**src/rtl/com_fifo_ctrl.sv**
```systemverilog
// Buffered COM-port controller: RX/TX byte FIFOs behind a DATA/STATUS register pair,
// a level interrupt, and an FSM that feeds queued TX bytes to the transmitter.
module com_fifo_ctrl #(
    parameter int RX_DEPTH_LOG2 = 4,
    parameter int TX_DEPTH_LOG2 = 4
) (
    input  logic        clkMain,
    input  logic        rst,
    input  logic        enable_i,
    input  logic        readEnable_i,
    input  logic        mode_i,
    input  logic [31:0] dataSave_i,
    output logic [31:0] dataLoad_o,
    output logic        int_o,
    input  logic        rxdReady_i,
    input  logic [7:0]  rxdData_i,
    input  logic        txdBusy_i,
    output logic        txdStart_o,
    output logic [7:0]  txdData_o
);
    localparam int RX_DEPTH = 1 << RX_DEPTH_LOG2;
    localparam int TX_DEPTH = 1 << TX_DEPTH_LOG2;
    localparam logic [RX_DEPTH_LOG2:0] RX_FULL = {1'b1, {RX_DEPTH_LOG2{1'b0}}};
    localparam logic [TX_DEPTH_LOG2:0] TX_FULL = {1'b1, {TX_DEPTH_LOG2{1'b0}}};

    typedef enum logic [1:0] {TX_IDLE, TX_SEND, TX_WAITB, TX_WAITD} tx_state_t;

    tx_state_t                tx_state;
    logic [1:0]               wait_cnt;
    logic                     en_q, rxd_q, rd_q, mode_q;
    logic                     rx_overrun, tx_overflow;
    logic [1:0]               int_en;
    logic [7:0]               rx_mem [RX_DEPTH];
    logic [7:0]               tx_mem [TX_DEPTH];
    logic [RX_DEPTH_LOG2-1:0] rx_wr, rx_rd;
    logic [TX_DEPTH_LOG2-1:0] tx_wr, tx_rd;
    logic [RX_DEPTH_LOG2:0]   rx_count;
    logic [TX_DEPTH_LOG2:0]   tx_count;

    logic first_cyc, acc_end, status_rd_end;
    logic rx_strobe, rx_nonempty, rx_full, rx_push, rx_pop;
    logic tx_wr_req, tx_nonempty, tx_full, tx_push, tx_pop, tx_idle;
    logic [31:0] status_word;
    logic unused_bits;

    // Kind of access is taken from the first cycle so the end-of-access pop/clear
    // does not depend on what the CPU drives once enable_i has dropped.
    assign first_cyc     = enable_i & ~en_q;
    assign acc_end       = ~enable_i & en_q;
    assign status_rd_end = acc_end & rd_q & mode_q;

    assign rx_strobe   = rxdReady_i & ~rxd_q;
    assign rx_nonempty = (rx_count != '0);
    assign rx_full     = (rx_count == RX_FULL);
    assign rx_pop      = acc_end & rd_q & ~mode_q & rx_nonempty;
    assign rx_push     = rx_strobe & (~rx_full | rx_pop);

    assign tx_wr_req   = first_cyc & ~readEnable_i & ~mode_i;
    assign tx_nonempty = (tx_count != '0);
    assign tx_full     = (tx_count == TX_FULL);
    assign tx_pop      = (tx_state == TX_IDLE) & tx_nonempty & ~txdBusy_i;
    assign tx_push     = tx_wr_req & (~tx_full | tx_pop);
    assign tx_idle     = ~tx_nonempty & (tx_state == TX_IDLE) & ~txdBusy_i;

    assign status_word = {8'h00, 8'(tx_count), 8'(rx_count), 1'b0, int_en,
                          tx_overflow, tx_idle, rx_overrun, rx_nonempty, ~tx_full};
    assign unused_bits = ^dataSave_i[31:8];

    always_comb begin
        dataLoad_o = '0;
        if (mode_i) begin
            dataLoad_o = status_word;
        end else if (rx_nonempty) begin
            dataLoad_o = {24'h000000, rx_mem[rx_rd]};
        end
    end

    always_ff @(posedge clkMain) begin
        if (rx_push) rx_mem[rx_wr] <= rxdData_i;
        if (tx_push) tx_mem[tx_wr] <= dataSave_i[7:0];
    end

    always_ff @(posedge clkMain) begin
        if (rst) begin
            en_q        <= 1'b0;
            rxd_q       <= 1'b0;
            rd_q        <= 1'b0;
            mode_q      <= 1'b0;
            rx_wr       <= '0;
            rx_rd       <= '0;
            rx_count    <= '0;
            tx_wr       <= '0;
            tx_rd       <= '0;
            tx_count    <= '0;
            rx_overrun  <= 1'b0;
            tx_overflow <= 1'b0;
            int_en      <= 2'b01;
            int_o       <= 1'b0;
        end else begin
            en_q  <= enable_i;
            rxd_q <= rxdReady_i;
            if (first_cyc) begin
                rd_q   <= readEnable_i;
                mode_q <= mode_i;
            end
            if (first_cyc & ~readEnable_i & mode_i) int_en <= dataSave_i[1:0];

            if (rx_push) rx_wr <= rx_wr + 1'b1;
            if (rx_pop)  rx_rd <= rx_rd + 1'b1;
            case ({rx_push, rx_pop})
                2'b10:   rx_count <= rx_count + 1'b1;
                2'b01:   rx_count <= rx_count - 1'b1;
                default: rx_count <= rx_count;
            endcase

            if (tx_push) tx_wr <= tx_wr + 1'b1;
            if (tx_pop)  tx_rd <= tx_rd + 1'b1;
            case ({tx_push, tx_pop})
                2'b10:   tx_count <= tx_count + 1'b1;
                2'b01:   tx_count <= tx_count - 1'b1;
                default: tx_count <= tx_count;
            endcase

            // A new drop in the same cycle as the clearing read stays visible.
            if (status_rd_end) begin
                rx_overrun  <= 1'b0;
                tx_overflow <= 1'b0;
            end
            if (rx_strobe & rx_full & ~rx_pop) rx_overrun <= 1'b1;
            if (tx_wr_req & tx_full & ~tx_pop) tx_overflow <= 1'b1;

            int_o <= (int_en[0] & rx_nonempty) | (int_en[1] & tx_idle);
        end
    end

    // The head byte is popped on the IDLE->SEND edge, so txdData_o holds it while the strobe is high.
    always_ff @(posedge clkMain) begin
        if (rst) begin
            tx_state   <= TX_IDLE;
            wait_cnt   <= '0;
            txdStart_o <= 1'b0;
            txdData_o  <= '0;
        end else begin
            txdStart_o <= 1'b0;
            case (tx_state)
                TX_IDLE: begin
                    if (tx_pop) begin
                        tx_state   <= TX_SEND;
                        txdStart_o <= 1'b1;
                        txdData_o  <= tx_mem[tx_rd];
                    end
                end
                TX_SEND: begin
                    tx_state <= TX_WAITB;
                    wait_cnt <= '0;
                end
                TX_WAITB: begin
                    if (txdBusy_i) begin
                        tx_state <= TX_WAITD;
                    end else if (wait_cnt == 2'd3) begin
                        tx_state <= TX_IDLE;
                    end else begin
                        wait_cnt <= wait_cnt + 1'b1;
                    end
                end
                TX_WAITD: begin
                    if (!txdBusy_i) tx_state <= TX_IDLE;
                end
                default: tx_state <= TX_IDLE;
            endcase
        end
    end
endmodule
```
**config.mk**
```make
export PLATFORM = sky130hd
export DESIGN_NAME = com_fifo_ctrl
export DESIGN_NICKNAME = d
export VERILOG_FILES = /design/src/rtl/com_fifo_ctrl.sv
export SDC_FILE = /design/constraint.sdc
export NUM_CORES = 1
export LEC_CHECK = 0
export ABC_AREA = 1
export CORE_AREA = 3 3 147 149
export CTS_CLUSTER_DIAMETER = 30
export DETAILED_ROUTE_END_ITERATION = 6
export DIE_AREA = 0 0 150 152
export PLACE_DENSITY = 0.85
export SYNTH_ARGS = -nofsm -noshare
export SYNTH_HDL_FRONTEND = slang
export SYNTH_SLANG_ARGS = --single-unit
```
**constraint.sdc**
```tcl
create_clock -name clkMain -period 6.4 [get_ports clkMain]
set_input_delay 1.6 -clock clkMain [delete_from_list [all_inputs] [get_ports clkMain]]
set_output_delay 1.6 -clock clkMain [all_outputs]
set_load 0.02 [all_outputs]
```
==> results of run 1 <==
## state kept, by name, summed over array words and instances, names as in the netlist, 2 cells and up, named ones only
| register | count |
|---|---|
| rx_count | 5 |
| txdData_o | 8 |
| tx_state | 2 |
| tx_wr | 4 |
| tx_mem | 128 |
| wait_cnt | 2 |
| tx_rd | 4 |
| rx_mem | 128 |
| rx_rd | 4 |
| rx_wr | 4 |
| int_en | 2 |
| tx_count | 5 |
## layout by cell type, fill, tap and decap left out, types with 2 or more instances in the layout
cell type	instances
a211oi_2	2
a21oi_1	30
a31oi_1	5
buf_4	6
bufinv_16	6
clkbuf_1	6
clkbuf_16	47
clkdlybuf4s50_1	50
clkinv_1	7
clkinv_2	7
clkinvlp_4	6
conb_1	14
dfxtp_1	50
dfxtp_2	2
edfxtp_1	256
ha_1	16
inv_1	56
inv_2	9
inv_6	5
nand2_1	86
nand2_2	8
nand2_4	3
nand3_1	36
nand3_4	2
nand4_1	5
nor2_1	198
nor2_4	3
nor3_1	4
nor4_1	2
o211ai_1	22
o21ai_0	148
o21ai_1	10
o221ai_1	37
o22ai_1	24
xor2_1	2
## cell type report
cell class                      instances  share of cell area
Sequential cell                       308               0.586
Multi-Input combinational cell        666               0.233
Clock buffer                           54              0.0814
Timing Repair Buffer                   56              0.0366
Clock inverter                         31              0.0230
Tap cell                              270              0.0227
Inverter                               68              0.0173
## power by group through the flow
stage / logic [mW] / clock network [mW] / registers (mW)
after global routing: 1.09 / 2.60 / 2.31
after detailed placement: 0.965 / 0 / 2.33
after global placement: 0.920 / 0 / 2.33
final: 1.01 / 2.50 / 2.30
after floorplan: 0.642 / 0 / 2.35
after CTS: 0.994 / 2.51 / 2.30
## cell families after synthesis
| kind of cell | after synthesis | synth area share |
|---|---|---|
| and+or+nand+nor | 351 | 0.118 |
| DFF | 308 | 0.685 |
| AOI/OAI and AO/OA | 281 | 0.130 |
| buffers and inverters | 137 | 0.0474 |
| adders and majority gates | 17 | 0.0173 |
| xor gates and xnor gates | 3 | 0.00206 |
| other | 1 | 0.000294 |
## through the flow
step / util / setup WS [ns] / instances / total power, mW
6_report: 0.734 / 1.17 / 1453 / 5.81
3_3_place_gp: 0.657 / 1.23 / 1368 / 3.25
3_5_place_dp: 0.657 / 1.23 / 1368 / 3.30
2_1_floorplan: - / 2.42 / 1111 / 3.00
4_1_cts: 0.734 / 1.17 / 1453 / 5.80
5_1_grt: 0.734 / 1.09 / 1453 / 6.00
## critical path: stages
cell and delay (ns):
clkdlybuf4s50_1 0.39, buf_4 0.20, inv_2 0.16, nand2_1 0.23
a31oi_1 0.23, nand2_1 0.10, nand2_1 0.08, clkdlybuf4s50_1 0.62
## worst max-delay path by stage
stage / start / to / slack (ns) / depth (start not counted)
after global placement: mode_i / dataLoad_o[3] / 1.23 / 8
final: mode_i / dataLoad_o[4] / 1.17 / 8
after global routing: mode_i / dataLoad_o[3] / 1.09 / 8
after detailed placement: mode_i / dataLoad_o[4] / 1.23 / 8
after floorplan: mode_i / dataLoad_o[5] / 2.42 / 6
after CTS: mode_i / dataLoad_o[3] / 1.17 / 8
## layer usage
layer | part of all wire | GRT usage | up-vias
met1 | 0.36 | 0.343 | 4294
met4 | 0.046 | 0.123 | 0
met3 | 0.093 | 0.0444 | 122
met5 | 0 | 0 | -
met2 | 0.50 | 0.456 | 608
li1 | - | - | 4040
==> reports/metrics.yaml, run 1 <==
clocking:
  clockBufferDepth: 3
  cts_setup_buffers: 0
  clock_sinks: 308
  ctsResizeCount: 0
  path_clk_slew_ns: 0.05
  cts_hold_buffers: 0
  clk_latency_ns: 0.53
  cts_buffers: 46
  h-tree-depth: 2
  cts_tree: "done"
  cts_root_buf: "clkbuf_16"
setup_path:
  crit_type: "input pin to output port"
  cp-start-kind: "input pin"
  reg2reg_slack_ns: 3.79
  cp.arrival_ns: 3.63
  cp_data_required_time_ns: 4.80
  end_kind: "output port"
  ff2ff_path_depth: 8
  r2r_start: "tx_rd[1]"
  reg2reg_to: "txdData_o[6]"
  crit_fanout: 17
logic_synthesis:
  ys_ff_latch: 308
  synth_warnings: 0
  ys_types: 41
  syn_area_per_cell_um2: 11.6
  yosys.area.top_type: "edfxtp_1"
  async_flop_share: 0
  syn_inst: 1098
  synth_edf_count: 256
  yosys.cell_count.top_type: "edfxtp_1"
  synth_area_um2: 12700
  ys_seq_area_frac: 0.685
  yosys.area.top_type_share: 0.603
  synth_top_flop_cell: "edfxtp_1"
  synthTopCellsByArea: "edfxtp_1 60%, dfxtp_1 8.2%, nor2_1 5.8%, o21ai_0 5.8%, o221ai_1 2.5%"
  yosys-top-cells-count: "256 x edfxtp_1, 198 x nor2_1, 148 x o21ai_0"
routing:
  postRouteAntennaNets: 0
  post_drt_wl_per_cell_um: 21.5
  vias: 9064
  wirelength_um: 31300
  via_per_inst: 6.24
  drc_errors: 0
  drtIter0Drc: 1150
  firstDrtPassIters: 7
global_routing:
  track_usage: 0.270
  grt_start_max_net_pins: 67
  grt_antenna_before_repair: 0
  overflow: 0
  grt_pass1_vias: 8845
  grt_pass1_wl_um: 47700
finish:
  seq_area_um2: 8730
  diodes: 0
  layout-drive-gt1-share: 0.0955
  final_nets: 1210
  fillers: 1253
  multiInputGateArea_um2: 3460
  synthToLayoutAreaGrowth_pct: 16.8
  stdcell_area_um2: 14900
status:
  outcome: "complete, no violations"
power_and_ir_drop:
  peakVddDrop_v: 0.000315
  p_int_mw: 4.17
  power.density_nw_per_um2: 390
  switching_power_mw: 1.65
  cellLeakagePower_nw: 5.24
  p_comb_frac: 0.174
  seqPwrFrac: 0.396
  switching_share: 0.283
  p_clk_frac: 0.430
sta:
  finalHoldViolations: 0
  setup_viol: 0
  setup_tns_ns: 0
  hold_ws_ns: 0.467
  grt_setup_unrepaired: "false"
  max_slew_margin: 0.144
  finalClockSkew_ns: 0.0287
  drv_slew: 0
  period_share: 0.817
  tightest_slew_ns: 1.28
  post-route-min-period_ns: 5.23
  fmax_ghz: 0.191
place:
  hpwlAfterDp_um: 16900
  gp_congestion: 0.860
  dpl_cell_area_um2: 13300
  port_buffers: 50
worst_hold_path:
  holdPathEnd: "int_o"
  hold_path_startpoint: "int_en[0]"
  hold_depth: 2
  hold_path.class: "register to register"
floorplanning:
  pin_count: 89
  placementRows: 52
  start_util: 0.628
  placeableCoreArea_um2: 20300
  die_h_um: 152
  dieWidth_um: 150
  die-area_um2: 22800
run:
  maxCapViolations: 0
Note: power is estimated with default switching activity, not from simulation.
==> run 2: changes to the inputs <==
Settings changed: CORE_AREA 3 3 147 149 to 3 3 160 162, DIE_AREA 0 0 150 152 to 0 0 163 165, PLACE_DENSITY 0.85 to 0.77.
Clock period 6.4 ns to 4.8 ns, I/O delays scaled along.
==> run 2 against run 1 <==
  * Utilization fell by 9.8 points
  * Design area grew 3.5%
  * Via count fell by 3.0%
  * First-iteration DRC count down 27%
  * Setup slack lost 0.86 ns
  * Register-to-register slack lost 1.4 ns
==> reports/metrics.yaml, run 2 (synthesis results as in run 1) <==
clocking:
  ctsResizeCount: 0
  cts_root_buf: "clkbuf_16"
  clk_latency_ns: 0.55
  clockBufferDepth: 3
  cts_hold_buffers: 0
  cts_tree: "done"
  path_clk_slew_ns: 0.05
  h-tree-depth: 2
  cts_setup_buffers: 0
  cts_buffers: 54
  clock_sinks: 308
global_routing:
  grt_start_max_net_pins: 67
  grt_antenna_before_repair: 0
  grt_pass1_vias: 8584
  overflow: 0
  grt_pass1_wl_um: 45500
  track_usage: 0.218
sta:
  setup_tns_ns: 0
  fin_ws_ns: 0.304
  finalHoldViolations: 0
  drv_slew: 0
  max_slew_margin: 0.277
  setup_viol: 0
  period_share: 0.937
  fmax_ghz: 0.222
  grt_setup_unrepaired: "false"
  finalClockSkew_ns: 0.0252
  tightest_slew_ns: 1.08
  post-route-min-period_ns: 4.50
floorplanning:
  start_util: 0.526
  placementRows: 57
  placeableCoreArea_um2: 24200
  pin_count: 89
  die-area_um2: 26900
  die_h_um: 165
  dieWidth_um: 163
finish:
  top_regs: "rx_mem x128, tx_mem x128, txdData_o x8"
  post-route-util: 0.635
  synthToLayoutAreaGrowth_pct: 20.8
  diodes: 0
  layout_common_cells: "256 x edfxtp_1, 198 x nor2_1, 148 x o21ai_0"
  mostFrequentLayoutCell: "edfxtp_1"
  fillers: 1771
  final_nets: 1225
  layout-drive-gt1-share: 0.116
power_and_ir_drop:
  peakVddDrop_v: 0.000424
  power.density_nw_per_um2: 543
  cellLeakagePower_nw: 5.47
setup_path:
  crit_buf_inv: 3
  worstPathCellList: "inv_2, buf_4, nor2_1, nor2_1, o21ai_0, o211ai_1, o21ai_0, a21oi_1, nand2_1, o21ai_1, clkdlybuf4s50_1"
  cp_data_required_time_ns: 3.60
  cpPeakStageDelay_ns: 0.65
  crit_fanout: 34
  crit_type: "register to output port"
  cp-start-kind: "register"
  end_kind: "output port"
  cp.arrival_ns: 3.30
  worst_path_max_delay_cell: "clkdlybuf4s50_1"
  crit_family: "buffers and inverters"
routing:
  vias: 8790
  firstDrtPassIters: 6
  drc_errors: 0
  wirelength_um: 29000
  postRouteAntennaNets: 0
  drtIter0Drc: 845
  via_per_inst: 5.76
  post_drt_wl_per_cell_um: 19.0
place:
  dp_slack_ns: 0.407
  gp_congestion: 0.855
  port_buffers: 50
  hpwlAfterDp_um: 17100
worst_hold_path:
  hold_path.class: "register to register"
run:
  maxCapViolations: 0
status:
  outcome: "complete, no violations"
[run 2: cell types whose count changed in the layout (fill, tap and decap cells not counted), moves of 2 or more]
cell and delta:
clkbuf_8 +5, buf_4 +7, clkinv_4 +2, clkbuf_16 +8, clkbuf_1 -5, bufinv_16 +4
[run 2: report_power, final]
| group | switching, mW | total (mW) | leakage [nW] | internal, mW |
|---|---|---|---|---|
| logic | 0.887 | 1.31 | 1.79 | 0.419 |
| registers | 0.0703 | 3.07 | 2.73 | 3.00 |
| clock network | 1.27 | 4.00 | 0.947 | 2.72 |
[run 2: cell type report]
| class | count | area, µm² | share of cell area |
|---|---|---|---|
| clock buffer | 62 | 1460 | 0.0949 |
| clock inverter | 36 | 487 | 0.0316 |
| inverter | 68 | 258 | 0.0167 |
| multi-input combinational | 666 | 3460 | 0.225 |
| sequential | 308 | 8730 | 0.567 |
| tap | 324 | 405 | 0.0263 |
| timing repair buffer | 63 | 598 | 0.0388 |
[run 2: routing by layer]
layer / up-vias / part of all wire / wire length (µm) / track usage
li1: 4090 / - / - / -
met1: 4243 / 0.39 / 11400 / 0.280
met2: 398 / 0.50 / 14600 / 0.375
met3: 59 / 0.077 / 2240 / 0.0349
met4: 0 / 0.027 / 798 / 0.0819
met5: - / 0 / 0 / 0
[run 2: worst register-to-register path, stage by stage (launching register included)]
cell and delay, ns:
dfxtp_1 0.39, inv_1 0.12, nand4_2 0.20, nand2_2 0.19, nor2_1 0.29, ha_1 0.34, nand2_1 0.08, nor2_1 0.04
a211oi_1 0.24, o21ai_0 0.14, nand2_1 0.10, nand3_1 0.08, nand2_1 0.07, nor2_1 0.05
[run 2: metrics by stage]
step | total power, mW | hold slack, ns | instance area (µm²) | std cells
5_1_grt | 8.71 | 0.479 | 15400 | 1527
4_1_cts | 8.40 | 0.467 | 15400 | 1527
3_3_place_gp | 4.35 | 0.446 | 13500 | 1429
3_5_place_dp | 4.40 | 0.456 | 13500 | 1429
6_report | 8.37 | 0.460 | 15400 | 1527
2_1_floorplan | 3.99 | 0.433 | 12800 | 1111
[run 2: worst paths after layout]
check,start,endpoint,slack [ns],cells past startpoint
setup reg to reg,rx_count[1],rx_count[4],2.38,13
setup / recovery,register,dataLoad_o[5],0.30,11
hold / removal,wait_cnt[1],wait_cnt[1],0.46,2
hold reg to reg,wait_cnt[1],wait_cnt[1],0.46,2
